$ cat config.mk
export PLATFORM = sky130hd
export DESIGN_NAME = surf_event_merger_flat
export DESIGN_NICKNAME = d
export VERILOG_FILES = /design/src/rtl/surf_merge_pkg.sv /design/src/rtl/surf_event_merger_if.sv /design/src/rtl/surf_event_merger.sv /design/src/flat_wrapper.sv
export SDC_FILE = /design/constraint.sdc
export NUM_CORES = 1
export LEC_CHECK = 0
export CAP_MARGIN = 20
export CORE_AREA = 2 2 89 125
export CTS_BUF_LIST = sky130_fd_sc_hd__clkbuf_4
export DETAILED_ROUTE_END_ITERATION = 8
export DIE_AREA = 0 0 91 127
export GPL_TIMING_DRIVEN = 0
export SYNTH_ARGS = -nofsm -noshare
export SYNTH_HDL_FRONTEND = slang
export SYNTH_SLANG_ARGS = --single-unit
export TNS_END_PERCENT = 30
$ cat constraint.sdc
create_clock -name aclk -period 3.22 [get_ports aclk]
set_clock_uncertainty 0.1 [all_clocks]
set_input_delay 0.644 -clock aclk [delete_from_list [all_inputs] [get_ports aclk]]
set_output_delay 0.644 -clock aclk [all_outputs]
set_load 0.005 [all_outputs]
$ cat src/rtl/surf_merge_pkg.sv
// ============================================================================
// Package  : surf_merge_pkg
// Brief    : Shared types and the enabled-SURF scan helper for the event merger.
// Revision : 1.0 - initial release
// ============================================================================
`default_nettype none

package surf_merge_pkg;

    typedef enum logic [1:0] {
        IDLE = 2'd0,
        HDR0 = 2'd1,
        HDR1 = 2'd2,
        DATA = 2'd3
    } state_t;

    localparam int HDR_BYTES = 2;
    localparam int MAX_SURF  = 32;
    localparam int IDX_W     = 5;

    typedef struct packed {
        logic             none_left;
        logic [IDX_W-1:0] idx;
    } next_t;

    // Lowest set index strictly above cur; cur = -1 yields the first set bit.
    function automatic next_t next_enabled(input logic [MAX_SURF-1:0] mask, input int cur);
        next_t r;
        r.none_left = 1'b1;
        r.idx       = '0;
        for (int i = MAX_SURF - 1; i >= 0; i--) begin
            if (mask[i] && (i > cur)) begin
                r.none_left = 1'b0;
                r.idx       = IDX_W'(i);
            end
        end
        return r;
    endfunction

endpackage

`default_nettype wire

$ cat src/rtl/surf_event_merger_if.sv
// ============================================================================
// Interface : surf_event_merger_if
// Brief     : Per-SURF input streams and merged output stream of the merger.
// Revision  : 1.0 - initial release
// ============================================================================
`default_nettype none

interface surf_event_merger_if #(
    parameter int NSURF = 7
);
    logic [8*NSURF-1:0] s_dout_tdata;
    logic [NSURF-1:0]   s_dout_tvalid;
    logic [NSURF-1:0]   s_dout_tlast;
    logic [NSURF-1:0]   s_dout_tready;
    logic [7:0]         m_ev_tdata;
    logic               m_ev_tvalid;
    logic               m_ev_tready;
    logic               m_ev_tlast;

    // master: the environment sourcing SURF bytes and sinking the merged stream
    modport master (
        output s_dout_tdata, s_dout_tvalid, s_dout_tlast, m_ev_tready,
        input  s_dout_tready, m_ev_tdata, m_ev_tvalid, m_ev_tlast
    );

    // slave: the merger itself
    modport slave (
        input  s_dout_tdata, s_dout_tvalid, s_dout_tlast, m_ev_tready,
        output s_dout_tready, m_ev_tdata, m_ev_tvalid, m_ev_tlast
    );
endinterface

`default_nettype wire

$ cat src/rtl/surf_event_merger.sv
// ============================================================================
// Module   : surf_event_merger
// Brief    : Merges one event from each enabled SURF into a framed byte stream
//            with an event-number header, and flags stalled SURFs.
// Revision : 1.0 - initial release
// ============================================================================
`default_nettype none

module surf_event_merger #(
    parameter int NSURF       = 7,
    parameter int TIMEOUT     = 65535,
    parameter int EVCNT_WIDTH = 16
) (
    input  wire logic                   aclk,
    input  wire logic                   aresetn,
    input  wire logic [NSURF-1:0]       surf_enable_i,
    input  wire logic                   err_clr_i,
    output logic      [NSURF-1:0]       err_o,
    output logic      [EVCNT_WIDTH-1:0] evcount_o,
    surf_event_merger_if.slave          bus
);
    import surf_merge_pkg::*;

    localparam int               c_SEL_W      = (NSURF > 1) ? $clog2(NSURF) : 1;
    localparam int               c_CNT_W      = $clog2(TIMEOUT + 1);
    localparam int               c_HDR_W      = 8 * HDR_BYTES;
    localparam logic [c_CNT_W-1:0] c_TIMEOUT    = c_CNT_W'(TIMEOUT);
    localparam logic [c_CNT_W-1:0] c_TIMEOUT_M1 = c_CNT_W'(TIMEOUT - 1);
    localparam logic [IDX_W-1:0] c_NSURF      = IDX_W'(NSURF);

    state_t                   r_state, w_state_nxt;
    logic [c_SEL_W-1:0]       r_sel, w_sel_nxt;
    logic [NSURF-1:0]         r_enable;
    logic [EVCNT_WIDTH-1:0]   r_evcount;
    logic [c_CNT_W-1:0]       r_stall_cnt;
    logic [NSURF-1:0]         r_err;
    logic [NSURF-1:0]         w_err_nxt;
    logic [7:0]               w_bytes [NSURF];
    logic [c_HDR_W-1:0]       w_hdr;
    next_t                    w_first, w_next;
    logic                     w_first_ok, w_next_ok;
    logic                     w_cur_valid, w_cur_last, w_in_hs, w_stall_hit;
    logic                     w_ld_en, w_ev_inc;

    generate
        for (genvar g = 0; g < NSURF; g++) begin : g_unpack
            assign w_bytes[g] = bus.s_dout_tdata[8*g +: 8];
        end
        if (EVCNT_WIDTH >= c_HDR_W) begin : g_hdr_full
            assign w_hdr = r_evcount[c_HDR_W-1:0];
        end else begin : g_hdr_pad
            assign w_hdr = {{(c_HDR_W - EVCNT_WIDTH){1'b0}}, r_evcount};
        end
    endgenerate

    assign w_first     = next_enabled(MAX_SURF'(surf_enable_i), -1);
    assign w_next      = next_enabled(MAX_SURF'(r_enable), int'(r_sel));
    assign w_first_ok  = !w_first.none_left && (w_first.idx < c_NSURF);
    assign w_next_ok   = !w_next.none_left && (w_next.idx < c_NSURF);
    assign w_cur_valid = bus.s_dout_tvalid[r_sel];
    assign w_cur_last  = bus.s_dout_tlast[r_sel];
    assign w_in_hs     = (r_state == DATA) && w_cur_valid && bus.m_ev_tready;
    assign w_stall_hit = (r_state == DATA) && !w_cur_valid && (r_stall_cnt == c_TIMEOUT_M1);

    always_comb begin
        w_state_nxt       = r_state;
        w_sel_nxt         = r_sel;
        w_ld_en           = 1'b0;
        w_ev_inc          = 1'b0;
        bus.m_ev_tvalid   = 1'b0;
        bus.m_ev_tdata    = 8'h00;
        bus.m_ev_tlast    = 1'b0;
        bus.s_dout_tready = '0;
        case (r_state)
            IDLE: begin
                if (w_first_ok && bus.s_dout_tvalid[w_first.idx[c_SEL_W-1:0]]) begin
                    w_state_nxt = HDR0;
                    w_sel_nxt   = w_first.idx[c_SEL_W-1:0];
                    w_ld_en     = 1'b1;
                end
            end
            HDR0: begin
                bus.m_ev_tvalid = 1'b1;
                bus.m_ev_tdata  = w_hdr[c_HDR_W-1 -: 8];
                if (bus.m_ev_tready) w_state_nxt = HDR1;
            end
            HDR1: begin
                bus.m_ev_tvalid = 1'b1;
                bus.m_ev_tdata  = w_hdr[7:0];
                if (bus.m_ev_tready) w_state_nxt = DATA;
            end
            DATA: begin
                bus.m_ev_tvalid          = w_cur_valid;
                bus.m_ev_tdata           = w_bytes[r_sel];
                bus.m_ev_tlast           = w_cur_last && !w_next_ok;
                bus.s_dout_tready[r_sel] = bus.m_ev_tready;
                // Intermediate SURF tlast only advances sel; it is not forwarded.
                if (w_in_hs && w_cur_last) begin
                    if (w_next_ok) begin
                        w_sel_nxt = w_next.idx[c_SEL_W-1:0];
                    end else begin
                        w_state_nxt = IDLE;
                        w_ev_inc    = 1'b1;
                    end
                end
            end
            default: w_state_nxt = IDLE;
        endcase
    end

    // A new stall flag takes priority over a coincident clear.
    assign w_err_nxt = (err_clr_i ? '0 : r_err) |
                       (w_stall_hit ? (NSURF'(1) << r_sel) : '0);

    always_ff @(posedge aclk or negedge aresetn) begin
        if (!aresetn) begin
            r_state     <= IDLE;
            r_sel       <= '0;
            r_enable    <= '0;
            r_evcount   <= '0;
            r_stall_cnt <= '0;
            r_err       <= '0;
        end else begin
            r_state <= w_state_nxt;
            r_sel   <= w_sel_nxt;
            r_err   <= w_err_nxt;
            if (w_ld_en)  r_enable  <= surf_enable_i;
            if (w_ev_inc) r_evcount <= r_evcount + 1'b1;
            if ((r_state != DATA) || w_in_hs || (w_sel_nxt != r_sel)) begin
                r_stall_cnt <= '0;
            end else if (!w_cur_valid && (r_stall_cnt != c_TIMEOUT)) begin
                r_stall_cnt <= r_stall_cnt + 1'b1;
            end
        end
    end

    assign err_o     = r_err;
    assign evcount_o = r_evcount;

endmodule

`default_nettype wire

$ cat src/flat_wrapper.sv
// flat-port wrapper written by rule: the top's interface ports become plain ports
module surf_event_merger_flat import surf_merge_pkg::*;
#(
    parameter int NSURF       = 7,
    parameter int TIMEOUT     = 65535,
    parameter int EVCNT_WIDTH = 16
)
  (aclk, aresetn, surf_enable_i, err_clr_i, err_o, evcount_o, bus_s_dout_tdata, bus_s_dout_tvalid, bus_s_dout_tlast, bus_m_ev_tready, bus_s_dout_tready, bus_m_ev_tdata, bus_m_ev_tvalid, bus_m_ev_tlast);
  surf_event_merger_if #(.NSURF(NSURF)) bus_i ();
  input  wire logic aclk;
  input  wire logic aresetn;
  input  wire logic [NSURF-1:0] surf_enable_i;
  input  wire logic err_clr_i;
  output logic      [NSURF-1:0] err_o;
  output logic      [EVCNT_WIDTH-1:0] evcount_o;
  input wire logic [$bits(bus_i.s_dout_tdata)-1:0] bus_s_dout_tdata;
  input wire logic [$bits(bus_i.s_dout_tvalid)-1:0] bus_s_dout_tvalid;
  input wire logic [$bits(bus_i.s_dout_tlast)-1:0] bus_s_dout_tlast;
  input wire logic [$bits(bus_i.m_ev_tready)-1:0] bus_m_ev_tready;
  output wire logic [$bits(bus_i.s_dout_tready)-1:0] bus_s_dout_tready;
  output wire logic [$bits(bus_i.m_ev_tdata)-1:0] bus_m_ev_tdata;
  output wire logic [$bits(bus_i.m_ev_tvalid)-1:0] bus_m_ev_tvalid;
  output wire logic [$bits(bus_i.m_ev_tlast)-1:0] bus_m_ev_tlast;
  assign bus_i.s_dout_tdata = bus_s_dout_tdata;
  assign bus_i.s_dout_tvalid = bus_s_dout_tvalid;
  assign bus_i.s_dout_tlast = bus_s_dout_tlast;
  assign bus_i.m_ev_tready = bus_m_ev_tready;
  assign bus_s_dout_tready = bus_i.s_dout_tready;
  assign bus_m_ev_tdata = bus_i.m_ev_tdata;
  assign bus_m_ev_tvalid = bus_i.m_ev_tvalid;
  assign bus_m_ev_tlast = bus_i.m_ev_tlast;
  surf_event_merger #(.NSURF(NSURF), .TIMEOUT(TIMEOUT), .EVCNT_WIDTH(EVCNT_WIDTH)) u_core (.aclk(aclk), .aresetn(aresetn), .surf_enable_i(surf_enable_i), .err_clr_i(err_clr_i), .err_o(err_o), .evcount_o(evcount_o), .bus(bus_i));
endmodule
-- Word-level counts from Yosys, hierarchy flattened
Index checks and enable logic that the tools add are counted.
- flip-flop bits (word level): 51
- latch bits: 0
- memory bits (writable): 0
- bits in read-only memories: 0
- memories: 0
- $add $sub $neg: 2
- multiply operators: 0
- divide/modulo/power cells: 0
- order comparisons: 12
- equal/unequal tests: 12
- shifts and indexed selects: 1
- mux-type cells: 47
- bitwise gates (word level): 3
- reductions and logical operators: 27
- operator list (kind ; count):
    $mux W6 ; 13
    $add A16 B1 Y16 const B ; 2
    $mux W16 ; 2
    $bmux W8 S3 ; 1
    $pmux W8 S3 ; 1
    $mux W7 ; 3
    $logic_and A1 B1 Y1 ; 17
    $eq A16 B16 Y1 const B ; 1
    $mux W8 ; 2
    $ne A16 B16 Y1 const B ; 1
    $lt A5 B3 Y1 const B ; 2
    $mux W1 ; 10
    $mux W2 ; 5
    $ne A2 B2 Y1 const B ; 5
    $bmux W1 S3 ; 3
    $gt A3 B3 Y1 const A ; 3
    $mux W3 ; 3
    $lt A3 B4 Y1 const B ; 2
    $pmux W2 S4 ; 1
    $and A7 B7 Y7 ; 1
    $or A7 B7 Y7 ; 1
    $shl A1 B3 Y7 const A ; 1
    $gt A2 B3 Y1 const A ; 2
    $pmux W3 S2 ; 1
    16 further kinds ; 21

-- Depth between registers and ports, before layout
- word-level depth: 16
- mapped depth: 10

-- Least setup slack after synthesis
Ideal clock, no wire load.
- path kind: register to output
- start: reg u_core.r_sel[0]
- end: out bus_m_ev_tdata[0]
- arrival time: 1929 ps
- required time: 2476 ps
- path slack: 547 ps
- cell stages (with the launch flop): 11
- path through: dfrtp_1 -> buf_4 -> buf_12 -> buf_2 -> clkbuf_1 -> mux2i_1 -> nor2_1 -> a21oi_1 -> a21oi_1 -> a222oi_1 -> nor2_1
- word-level cells in the longest chain between the ends: 5
- RTL lines (item ; line ; source):
    from (decl) ; surf_event_merger.sv:32 ; logic [c_SEL_W-1:0] r_sel, w_sel_nxt;
    from (signal assigned) ; surf_event_merger.sv:125 ; r_sel <= w_sel_nxt;
    $not A3 Y4 (not written as such) ; surf_event_merger.sv:94 ; bus.m_ev_tdata = w_bytes[r_sel];
    $bmux W8 S3 ; surf_event_merger.sv:94 ;
    $mux W8 (not written as such) (2 in series) ; surf_event_merger.sv:94 ;
    $pmux W8 S3 ; surf_event_merger.sv:74 ; case (r_state)
    to (decl) ; flat_wrapper.sv:21 ; output wire logic [$bits(bus_i.m_ev_tdata)-1:0] bus_m_ev_tdata;
No other way between the ends. The select of a mux whose other input is x is not followed.

-- Worst setup path after layout
- start: reg u_core.r_sel[0]
- end: out bus_m_ev_tdata[7]
The elaborated chain is that of the path after synthesis.

==> metrics.txt <==
Compound-Gate Fraction of Synth Area 16.7%; post-synthesis adder-cell area fraction 2.44%; minimum clock period 3170 ps; DP Area 4980 sq um; Max Slew Vio Count 0; detailed-route wire length 12.6 mm; Finish-stage setup viols 0; critical register-to-register path startpoint u_core.r_sel[0]$_DFF_PN0_; share of cells above drive strength 1 13.5%; reg-to-reg slack, setup 410 ps; number of global-route vias before repair 3919; sequential-to-total area share from yosys stat 34.8%; Fin Setup TNS 0 ps; CP Launch Point u_core.r_sel[0]$_DFF_PN0_; Final #Nets 634; Worst-Margin Slew 665 ps; die area 11600 sq um; Sw Share 42.0%; first-pass GRT wire length 20.0 mm; proportion of synthesized area in mux cells 11.4%; FFs w/ async S/R, synth 100%; total gr overflow 0; Leak 2.16 nW; Worst-Skew Late Latency 380 ps; CP Launch Type flop; commonest non-fill, non-tap cell in the layout clkdlybuf4s50_1; Peak supply drop 322 uV; CTS Hold Bufs 0; GRT Overall Usage 21.5%; layout filler cell count 1014; run status finished with violations; Vias 3757; CP endpoint kind output port; WL/cell 18.3 um; n_diodes 0; failing checks design-rule violations; r2r endpoint u_core.evcount_o[13]$_DFFE_PN0P_; largest net degree at the start of global routing 34; initial antenna violation count 0; Reg area 1250 sq um; Post-Synthesis Cell Area 3590 sq um; Tightest Hold Check Type in -> async; Primary FF master, synth dfrtp_1; Ports 121; Logic pwr share 63.7%; routability cong. 0.917; WP data arrival 2430 ps; area delta synth->final 49.5%; CTS clk-pin slew, worst paths 150 ps; floorplan core area 10300 sq um; Worst slew margin 55.6%; Mapped Cells 403; fraction of the cycle the final worst path needs 98.4%; Power Total 3.28 mW; power per cell area 611 nW/um^2; most frequent cells in the layout clkdlybuf4s50_1, nor2_1, dfrtp_1; CTS tree built; Fmax 316 MHz; antenna viol nets, final 0; Net Count, Synth 491; reg2reg path depth 11; die height 127 um; fin cells 685; Sink Count 50; largest family of logic cells by synthesized area simple AND/OR/NAND/NOR gates; CTS Buf Count 5; final hold vios 0; critical path capture point bus_m_ev_tdata[7]; Synth Area per Inst 8.92 sq um; DRT iter0 DRCs 226; Ys Warns 0; H-tree Lvls 2; Chip Width 91 um; clk buf depth 2; DP HPWL 9.69 mm; post-synth cell types 54; Rows 44; Residual DRC 4; Crit Path Class reg -> out; register bit total from synthesis 50; switching power total 1.38 mW; Post-synth EDFFs 0; vias per cell 5.48; critical-path maximum fanout 7; XOR/XNOR Fraction of Synth Area 7.31%; Initial Utilization 34.7%; Pint 1.90 mW; IO buf count 120; Post-Synth Simple-Gate Area 22.5%; Flop pwr share 24.7%; final instance area 5370 sq um; max cap viols 0; Placed Cells 662; Multi-input gate area 2280 sq um; RSZ-0062 raised after global routing true; Req. time, crit path 2480 ps; Clock power frac 11.6%; clk root buf clkbuf_4; Pre-antenna DRT Iters 9
-- area by class of cell --
type	instances	area share (%)
multi-input cells	315	42.5
inverters	18	1.26
flip-flops and latches	50	23.3
clock buffers	6	0.839
well taps	138	3.21
plain buffers	20	2.96
repair buffers	136	25.2
clock inverters	2	0.699
-- synth_stat cells, drive strengths merged, types with 2 or more instances --
library cell	number	area, sq um
o311ai	2	17.5
a211oi	3	22.5
o22ai	9	56.3
o21a	2	15.0
nand2b	8	50.1
o21bai	3	22.5
ha	7	87.6
xor2	15	131
nor2	65	244
a22oi	2	15.0
and2	8	50.1
a221o	2	20.0
mux4	8	180
inv	18	67.6
mux2	7	78.8
o221ai	2	17.5
nor3	5	25.0
a2bb2oi	2	17.5
o211ai	4	30.0
buf	11	73.8
a21oi	22	110
nand4	17	106
dfrtp	50	1250
mux2i	15	150
nor2b	4	25.0
clkbuf	9	33.8
nand3	19	95.1
xnor2	15	131
o21ai	6	30.0
a222oi	8	80.1
and3	10	62.6
o32ai	3	26.3
or2	4	25.0
nand4b	3	26.3
nand2	22	82.6
-- flip-flops by register name (all words and copies together) (netlist names) --
signal              count
u_core.r_stall_cnt     16
u_core.err_o            7
u_core.r_state          2
u_core.r_enable         6
u_core.evcount_o       16
u_core.r_sel            3
-- worst min-delay path by stage --
stage / start / to / slack (ps) / cells past startpoint
floorplan: aresetn / u_core.err_o[0]$_DFF_PN0_ / 250 / 0
global placement: u_core.evcount_o[15]$_DFFE_PN0P_ / u_core.evcount_o[15]$_DFFE_PN0P_ / 400 / 1
detailed placement: u_core.evcount_o[15]$_DFFE_PN0P_ / u_core.evcount_o[15]$_DFFE_PN0P_ / 390 / 1
CTS: aresetn / u_core.r_stall_cnt[0]$_DFFE_PN0P_ / 80 / 1
global route: aresetn / u_core.err_o[4]$_DFF_PN0_ / 90 / 1
finish: aresetn / u_core.err_o[4]$_DFF_PN0_ / 80 / 1
-- layer usage --
layer | vias up | wire, um | track usage, %
li1 | 1757 | - | -
met1 | 1831 | 4990 | 25.6
met2 | 135 | 6570 | 38.7
met3 | 34 | 543 | 2.89
met4 | 0 | 451 | 8.82
met5 | - | 0 | 0
-- cells by family (layout without fill, tap and decap cells) --
kind of cell	Yosys count	after routing
buffers and inverters	38	182
AND/OR/NAND/NOR	167	167
AO/OA/AOI/OAI	81	81
adder cells (fa/ha/maj)	7	7
flip-flops	50	50
XOR/XNOR	30	30
multiplexers	30	30
-- critical path, cell delays in order (launching register included) --
cell and delay [ps]:
dfrtp_1 400, buf_6 140, buf_12 130, bufbuf_16 270, mux2i_1 170, nor2_1 60
a21oi_1 110, a21oi_1 100, a222oi_1 300, nor2_1 70, dlygate4sd2_1 290
-- per-stage QoR --
step / utilization [%] / hold slack, ps / setup slack [ps]
finish: 51.9 / 81.7 / 50.8
global route: 51.9 / 85.9 / -85.9
CTS: 50.8 / 79.1 / -134
detailed placement: 48.1 / 394 / -532
global placement: 48.0 / 397 / -528
floorplan: - / 248 / 547
-- timing repair --
| action | CTS | global route |
|---|---|---|
| setup endpoints to repair | 17 | 20 |
| pin swaps | 5 | 7 |
| setup buffers | 9 | 4 |
| cloned | 1 | 1 |
| gates resized for setup | 35 | 19 |
-- power by group through the flow --
stage               Combinational [mW]  Sequential, mW  Clock [mW]
floorplan                         1.12           0.787           0
global placement                  1.71           0.810           0
detailed placement                1.72           0.815           0
CTS                               1.94           0.805       0.393
global route                      2.25           0.827       0.414
finish                            2.09           0.812       0.380
(Power assumes the default switching activity.)
